[config.mk]
export PLATFORM = sky130hd
export DESIGN_NAME = pwm_duty_ramp_ctrl
export DESIGN_NICKNAME = d
export VERILOG_FILES = /design/src/rtl/pwm_duty_ramp_ctrl.sv
export SDC_FILE = /design/constraint.sdc
export NUM_CORES = 1
export LEC_CHECK = 0
export CAP_MARGIN = 20
export CORE_UTILIZATION = 59
export DETAILED_ROUTE_END_ITERATION = 6
export PLACE_DENSITY = 0.83
export SYNTH_ARGS = -nofsm -noshare
export SYNTH_HDL_FRONTEND = slang
export SYNTH_SLANG_ARGS = --single-unit
[constraint.sdc]
create_clock -name clk -period 5.44 [get_ports clk]
set_input_delay 0.816 -clock clk [delete_from_list [all_inputs] [get_ports clk]]
set_output_delay 0.816 -clock clk [all_outputs]
set_load 0.03 [all_outputs]
[src/rtl/pwm_duty_ramp_ctrl.sv]
// pwm_duty_ramp_ctrl: ramps the PWM duty-cycle register toward an SPI-written target in fixed steps.
module pwm_duty_ramp_ctrl #(
  parameter int DUTY_W   = 8,
  parameter int STEP     = 1,
  parameter int PERIOD_W = 16
) (
  input  logic                clk,
  input  logic                rst,
  input  logic [DUTY_W-1:0]   target_duty,
  input  logic                target_valid,
  input  logic                ramp_en,
  input  logic [PERIOD_W-1:0] step_period,
  output logic [DUTY_W-1:0]   pwm_duty_cycle,
  output logic                busy,
  output logic                done
);
  typedef enum logic {IDLE, RAMP} state_t;
  localparam logic [DUTY_W:0] STP = (DUTY_W+1)'(STEP);
  state_t state, state_n;
  logic [DUTY_W-1:0] tgt, tgt_n, duty_n, stepped;
  logic [PERIOD_W-1:0] cnt, cnt_n, reload;
  logic [DUTY_W:0] d, t, up, dn;
  logic busy_n, done_n;
  // Step math is one bit wider so neither direction can wrap before clamping to tgt.
  always_comb begin
    reload  = step_period == '0 ? '0 : step_period - PERIOD_W'(1);
    d       = {1'b0, pwm_duty_cycle};
    t       = {1'b0, tgt};
    up      = d + STP;
    dn      = d - STP;
    stepped = t > d ? (up >= t ? tgt : up[DUTY_W-1:0]) : (d >= t + STP ? dn[DUTY_W-1:0] : tgt);
    state_n = state;
    tgt_n   = tgt;
    cnt_n   = cnt;
    duty_n  = pwm_duty_cycle;
    busy_n  = busy;
    done_n  = 1'b0;
    if (state == IDLE) begin
      if (target_valid) begin
        tgt_n = target_duty;
        if (!ramp_en || target_duty == pwm_duty_cycle) begin
          duty_n = target_duty;
          done_n = 1'b1;
        end else begin
          state_n = RAMP;
          busy_n  = 1'b1;
          cnt_n   = reload;
        end
      end
    end else if (!ramp_en) begin
      duty_n  = target_valid ? target_duty : tgt;
      tgt_n   = duty_n;
      done_n  = 1'b1;
      busy_n  = 1'b0;
      state_n = IDLE;
    end else begin
      tgt_n  = target_valid ? target_duty : tgt;
      duty_n = target_valid && target_duty == pwm_duty_cycle ? pwm_duty_cycle :
               cnt == '0 ? stepped : pwm_duty_cycle;
      cnt_n  = cnt == '0 ? reload : cnt - PERIOD_W'(1);
      if (duty_n == tgt_n) begin
        done_n  = 1'b1;
        busy_n  = 1'b0;
        state_n = IDLE;
      end
    end
  end
  always_ff @(posedge clk or posedge rst) begin
    if (rst) begin
      state          <= IDLE;
      pwm_duty_cycle <= '0;
      tgt            <= '0;
      cnt            <= '0;
      busy           <= 1'b0;
      done           <= 1'b0;
    end else begin
      state          <= state_n;
      pwm_duty_cycle <= duty_n;
      tgt            <= tgt_n;
      cnt            <= cnt_n;
      busy           <= busy_n;
      done           <= done_n;
    end
  end
endmodule
-- Word-level counts from Yosys, hierarchy flattened
Index checks and enable logic that the tools add are counted.
- logic and storage cells: 60
- output and inout port bits: 10
- flip-flop bits (word level): 35
- bits of input ports: 28
- muxes and demuxes: 31
- reductions and logical operators: 10
- magnitude comparators: 3
- $add $sub $neg: 5
- equal/unequal tests: 5
- operators with widths (kind ; number):
    2-to-1 mux 16 bit ; 6
    2-to-1 mux 8 bit ; 10
    logical NOT 16 bit ; 2
    subtractor 16 x 1 -> 16 bit (second input constant) ; 2
    adder 8 x 1 -> 9 bit (second input constant) ; 2
    == test 8 bit ; 2
    2-to-1 mux 1 bit ; 15
    greater-or-equal comparator 8 x 9 -> 1 bit ; 1
    greater-or-equal comparator 9 x 8 -> 1 bit ; 1
    greater-than comparator 8 bit ; 1
    subtractor 8 x 1 -> 8 bit (second input constant) ; 1
    AND reduction 3 bit ; 2
    != test 2 bit (second input constant) ; 2
    nonzero test 2 bit ; 2
    != test 3 x 2 -> 1 bit (second input constant) ; 1
    AND reduction 2 bit ; 1
    logical AND 1 bit ; 1
    logical NOT 1 bit ; 1
    logical OR 1 bit ; 1

-- Depth between registers and ports, before layout
- depth in word-level cells: 10
- depth in mapped cells: 15
- depth with buffers taken out: 14

-- Worst setup path before layout
No wires, ideal clock.
- path type: register to register
- from: reg pwm_duty_cycle[2]
- to: reg state
- period minus slack after synthesis: 4.101 ns
- setup slack: 1.339 ns
- data required time: 5.315 ns
- path buffers: 1
- cell stages (with the launch flop): 15
- arrival: 3.976 ns
- library setup time: 0.125 ns
- path through: dfrtp_1 -> clkbuf_1 -> nand3_1 -> or2_1 -> xnor2_1 -> ha_1 -> a21o_1 -> a21oi_1 -> o21a_1 -> a21oi_1 -> or4_1 -> and4_1 -> a211o_1 -> o41a_1 -> mux2_4
- cells in the longest elaborated chain, start to end: 10
- elaborated cells between the ends (all ways): 19
- those cells by class: add/sub (2); order compare (3); eq/ne (2); mux (10); reduce/logical (2)
- RTL lines (what ; line ; source):
    start: declaration ; 13 ; output logic [DUTY_W-1:0] pwm_duty_cycle,
    start signal: assignment ; 78 ; pwm_duty_cycle <= duty_n;
    adder 8 x 1 -> 9 bit ; 29 ; up = d + STP;
    greater-or-equal comparator 9 x 8 -> 1 bit ; 31 ; stepped = t > d ? (up >= t ? tgt : up[DUTY_W-1:0]) : (d >= t + STP ? dn[DUTY_W-1:0] : tgt);
    2-to-1 mux 8 bit (2 in series) ; 31 ;
    2-to-1 mux 8 bit ; 59 ; cnt == '0 ? stepped : pwm_duty_cycle;
    2-to-1 mux 8 bit ; 58 ; duty_n = target_valid && target_duty == pwm_duty_cycle ? pwm_duty_cycle :
    == test 8 bit ; 61 ; if (duty_n == tgt_n) begin
    2-to-1 mux 1 bit ; 61 ;
    2-to-1 mux 1 bit ; 50 ; end else if (!ramp_en) begin
    2-to-1 mux 1 bit (*) ; 38 ; if (state == IDLE) begin
    named net state_n ; 19 ; state_t state, state_n;
    end signal: assignment ; 77 ; state <= state_n;
    end: declaration ; 19 ;
Mark *: on every way through the listed nets, which the timed path passes. The rest lies on a longest branch.
A chain may end at the register's enable or synchronous reset.

-- Worst setup path in the final report
- from: reg pwm_duty_cycle[0]
- to: reg state
The elaborated chain is that of the path after synthesis.

==> flow_summary.ini <==
[status]
status = completed

[sta]
finClkSkew_ns = 0.00948
holdWs_ns = 0.519
tns_ns = 0
tightestPinTransition_ns = 0.898
fin_crit_sh = 0.825
fin_ws_ns = 0.952
hold_violations = 0
setup_viol = 0
slew_violations = 0
fmax_ghz = 0.223
slew_headroom = 0.401
finalCriticalPeriod_ns = 4.49
rsz0062_at_grt = no

[critical_path]
end_kind = flip-flop
r2r_cells = 14
setup.worst_path.class = flip-flop to flip-flop
path_delay_family = compound AO/OA/AOI/OAI gates
critPathMaxStageDelay_ns = 0.68
cp_data_arrival_time_ns = 4.66
slowest_stage = dfrtp_1
worstPathCellList = ha_1 -> nand2_1 -> or2_1 -> xnor2_1 -> ha_1 -> a21o_1 -> a21oi_1 -> o21a_1 -> a21oi_1 -> or4_1 -> and4_1 -> a211o_1 -> o41a_1 -> mux2_4
worst-path-stages = 14
cp-start-kind = flip-flop
worstPathMaxFanout = 16
worstPathRequired_ns = 5.62
crit_buf_inv = 0

[clock_tree]
clock_latency_ns = 0.30
ctsResizeCount = 0
cts_tree = done
holdBufCountCts = 0
cts_max_level = 2
cts_root_buffer = clkbuf_8
cts.sinks = 35
cts-buffers-inserted = 5
clk_pin_slew_ns = 0.08
clock_path_buffers = 2
cts_setup_buffers = 0

[logic_synthesis]
synth_area_um2 = 3980
async_reset_ff_frac = 1.00
yosysWarningCount = 0
avgSynthCellArea_um2 = 7.49
synth-edff-count = 0
synthDistinctLibCells = 65
synthCells = 531
synthFlopType = dfrtp_1
synth_nets = 588
ys_ff_latch = 35
ys_seq_area_frac = 0.220

[drt]
drt_iter0_markers = 389
vias_per_cell = 6.84
vias = 4353
ant_nets = 0
drc = 0
wire_per_inst_um = 18.4
wl_um = 11700
dr.pass1.iters = 5

[placed_design]
dpl.cell_count = 625
placed_area_um2 = 4390
dpl.hpwl_um = 8730
place_ws_ns = 0.975
gp_congestion = 1.00
port_buffers = 37

[power]
clkPwrFrac = 0.156
pwr-share-comb = 0.550
vdd_drop_max_uv = 154
netSwitchingFraction = 0.473
pwr_density_cell_nw_per_um2 = 308
p_sw_mw = 0.659
seqPwrFrac = 0.295
intPower_mw = 0.733
p_leak_nw = 1.86

[finish]
nFillCells = 528
n_antenna_cell = 0
syn_to_final_growth_pct = 13.5
drive_gt1_frac = 0.0501
nets = 615
stdcell_count = 636
stdcell_area_um2 = 4510

[hold_path]
worstHoldPathCells = 1
hp-class = flip-flop to flip-flop

[global_routing]
track_usage = 0.340
grt_pass1_wl_um = 19600
grt_start_max_net_pins = 36
grt_pass1_vias = 4097
antenna_found_initial = 0
grt_overflow = 0

[die]
die_area_um2 = 7070
row_count = 29
ios = 38
die-width_um = 84.1
initial_core_util = 0.619
fp.dieH_um = 84.1
core_area_um2 = 6420

[flow_run]
maxCapViolCount = 0
synthesized netlist by cell type (10+ instances only):
| library cell | count | share of area |
|---|---|---|
| a22o_1 | 10 | 0.022 |
| o21ai_0 | 36 | 0.045 |
| xnor2_1 | 22 | 0.048 |
| xor2_1 | 15 | 0.033 |
| ha_1 | 29 | 0.091 |
| dfrtp_1 | 35 | 0.22 |
| nor3_1 | 27 | 0.034 |
| clkbuf_1 | 23 | 0.022 |
| nand2_1 | 39 | 0.037 |
| nor2_1 | 57 | 0.054 |
| a21oi_1 | 31 | 0.039 |
| o211ai_1 | 10 | 0.019 |
| nand3_1 | 22 | 0.028 |
| inv_1 | 35 | 0.033 |
worst reg2reg max path: cells and delay by family, from the launching register on:
kind | cells | cell delay [ns]
AOI/OAI and AO/OA | 6 | 1.54
xor gates and xnor gates | 1 | 0.22
adders and majority gates | 2 | 0.59
DFF | 1 | 0.68
muxes | 1 | 0.27
and+or+nand+nor | 4 | 1.08
per-layer routing:
layer | share of wire | vias to the layer above | track usage
li1 | - | 2017 | -
met1 | 0.39 | 2024 | 0.429
met2 | 0.48 | 260 | 0.578
met3 | 0.085 | 52 | 0.0425
met4 | 0.042 | 0 | 0.165
met5 | 0 | - | 0
registers in the layout, indices dropped and copies added, names as in the netlist:
register,flops
cnt,16
pwm_duty_cycle,8
tgt,8
busy,1
done,1
state,1
placed cells by master, fill, tap and decap left out, types with 4 or more instances in the layout:
master,n
inv_1,35
dfrtp_1,35
o311ai_0,6
nor2b_1,4
or4_1,7
nor2_1,57
o32a_1,4
nand2b_1,5
nand3_1,22
nand4_1,5
o21ai_0,36
xnor2_1,22
or3_1,7
xor2_1,15
a22o_1,10
a31oi_1,7
ha_1,29
nand2_1,39
and3_1,7
buf_4,9
o211ai_1,10
o22ai_1,6
a21o_1,6
nor4_1,6
clkdlybuf4s50_1,37
a21boi_0,6
a21oi_1,31
clkbuf_8,7
a211oi_1,5
nor3_1,27
power by group through the flow:
stage / Clock (mW) / Combinational (mW) / Sequential, mW
finish: 0.217 / 0.765 / 0.410
global route: 0.227 / 0.835 / 0.419
CTS: 0.217 / 0.742 / 0.407
detailed placement: 0 / 0.738 / 0.412
global placement: 0 / 0.708 / 0.408
floorplan: 0 / 0.528 / 0.396
through the flow:
stage | utilization | total power, mW
2_1_floorplan | - | 0.924
3_3_place_gp | 0.682 | 1.12
3_5_place_dp | 0.684 | 1.15
4_1_cts | 0.699 | 1.37
5_1_grt | 0.703 | 1.48
6_report | 0.703 | 1.39
final timing paths:
| kind | slack [ns] | to | startpoint |
|---|---|---|---|
| worst max-delay path | 0.95 | state | pwm_duty_cycle[0] |
| worst min-delay path | 0.52 | cnt[11] | cnt[11] |
| worst max register to register | 0.95 | state | pwm_duty_cycle[0] |
| worst min register to register | 0.52 | cnt[11] | cnt[11] |
| max in group asynchronous | 4.19 | pwm_duty_cycle[1] | rst |
| min in group asynchronous | 0.92 | pwm_duty_cycle[6] | rst |
area by class of cell:
class                   instances  area, um2  area share
multi-input cells             435       2870       0.636
flip-flops and latches         35        876       0.194
repair buffers                 46        438      0.0970
inverters                      35        131      0.0291
clock buffers                   8        100      0.0222
well taps                      77       96.3      0.0213
cell families (layout without fill, tap and decap cells):
group	count (synthesis)	count (layout)	synth area share
multiplexers	7	7	0.0198
adder cells (fa/ha/maj)	29	29	0.0912
AND/OR/NAND/NOR	203	203	0.253
AO/OA/AOI/OAI	159	159	0.276
flip-flops	35	35	0.220
XOR/XNOR	37	37	0.0815
buffers and inverters	61	89	0.0579
(Power assumes the default switching activity.)
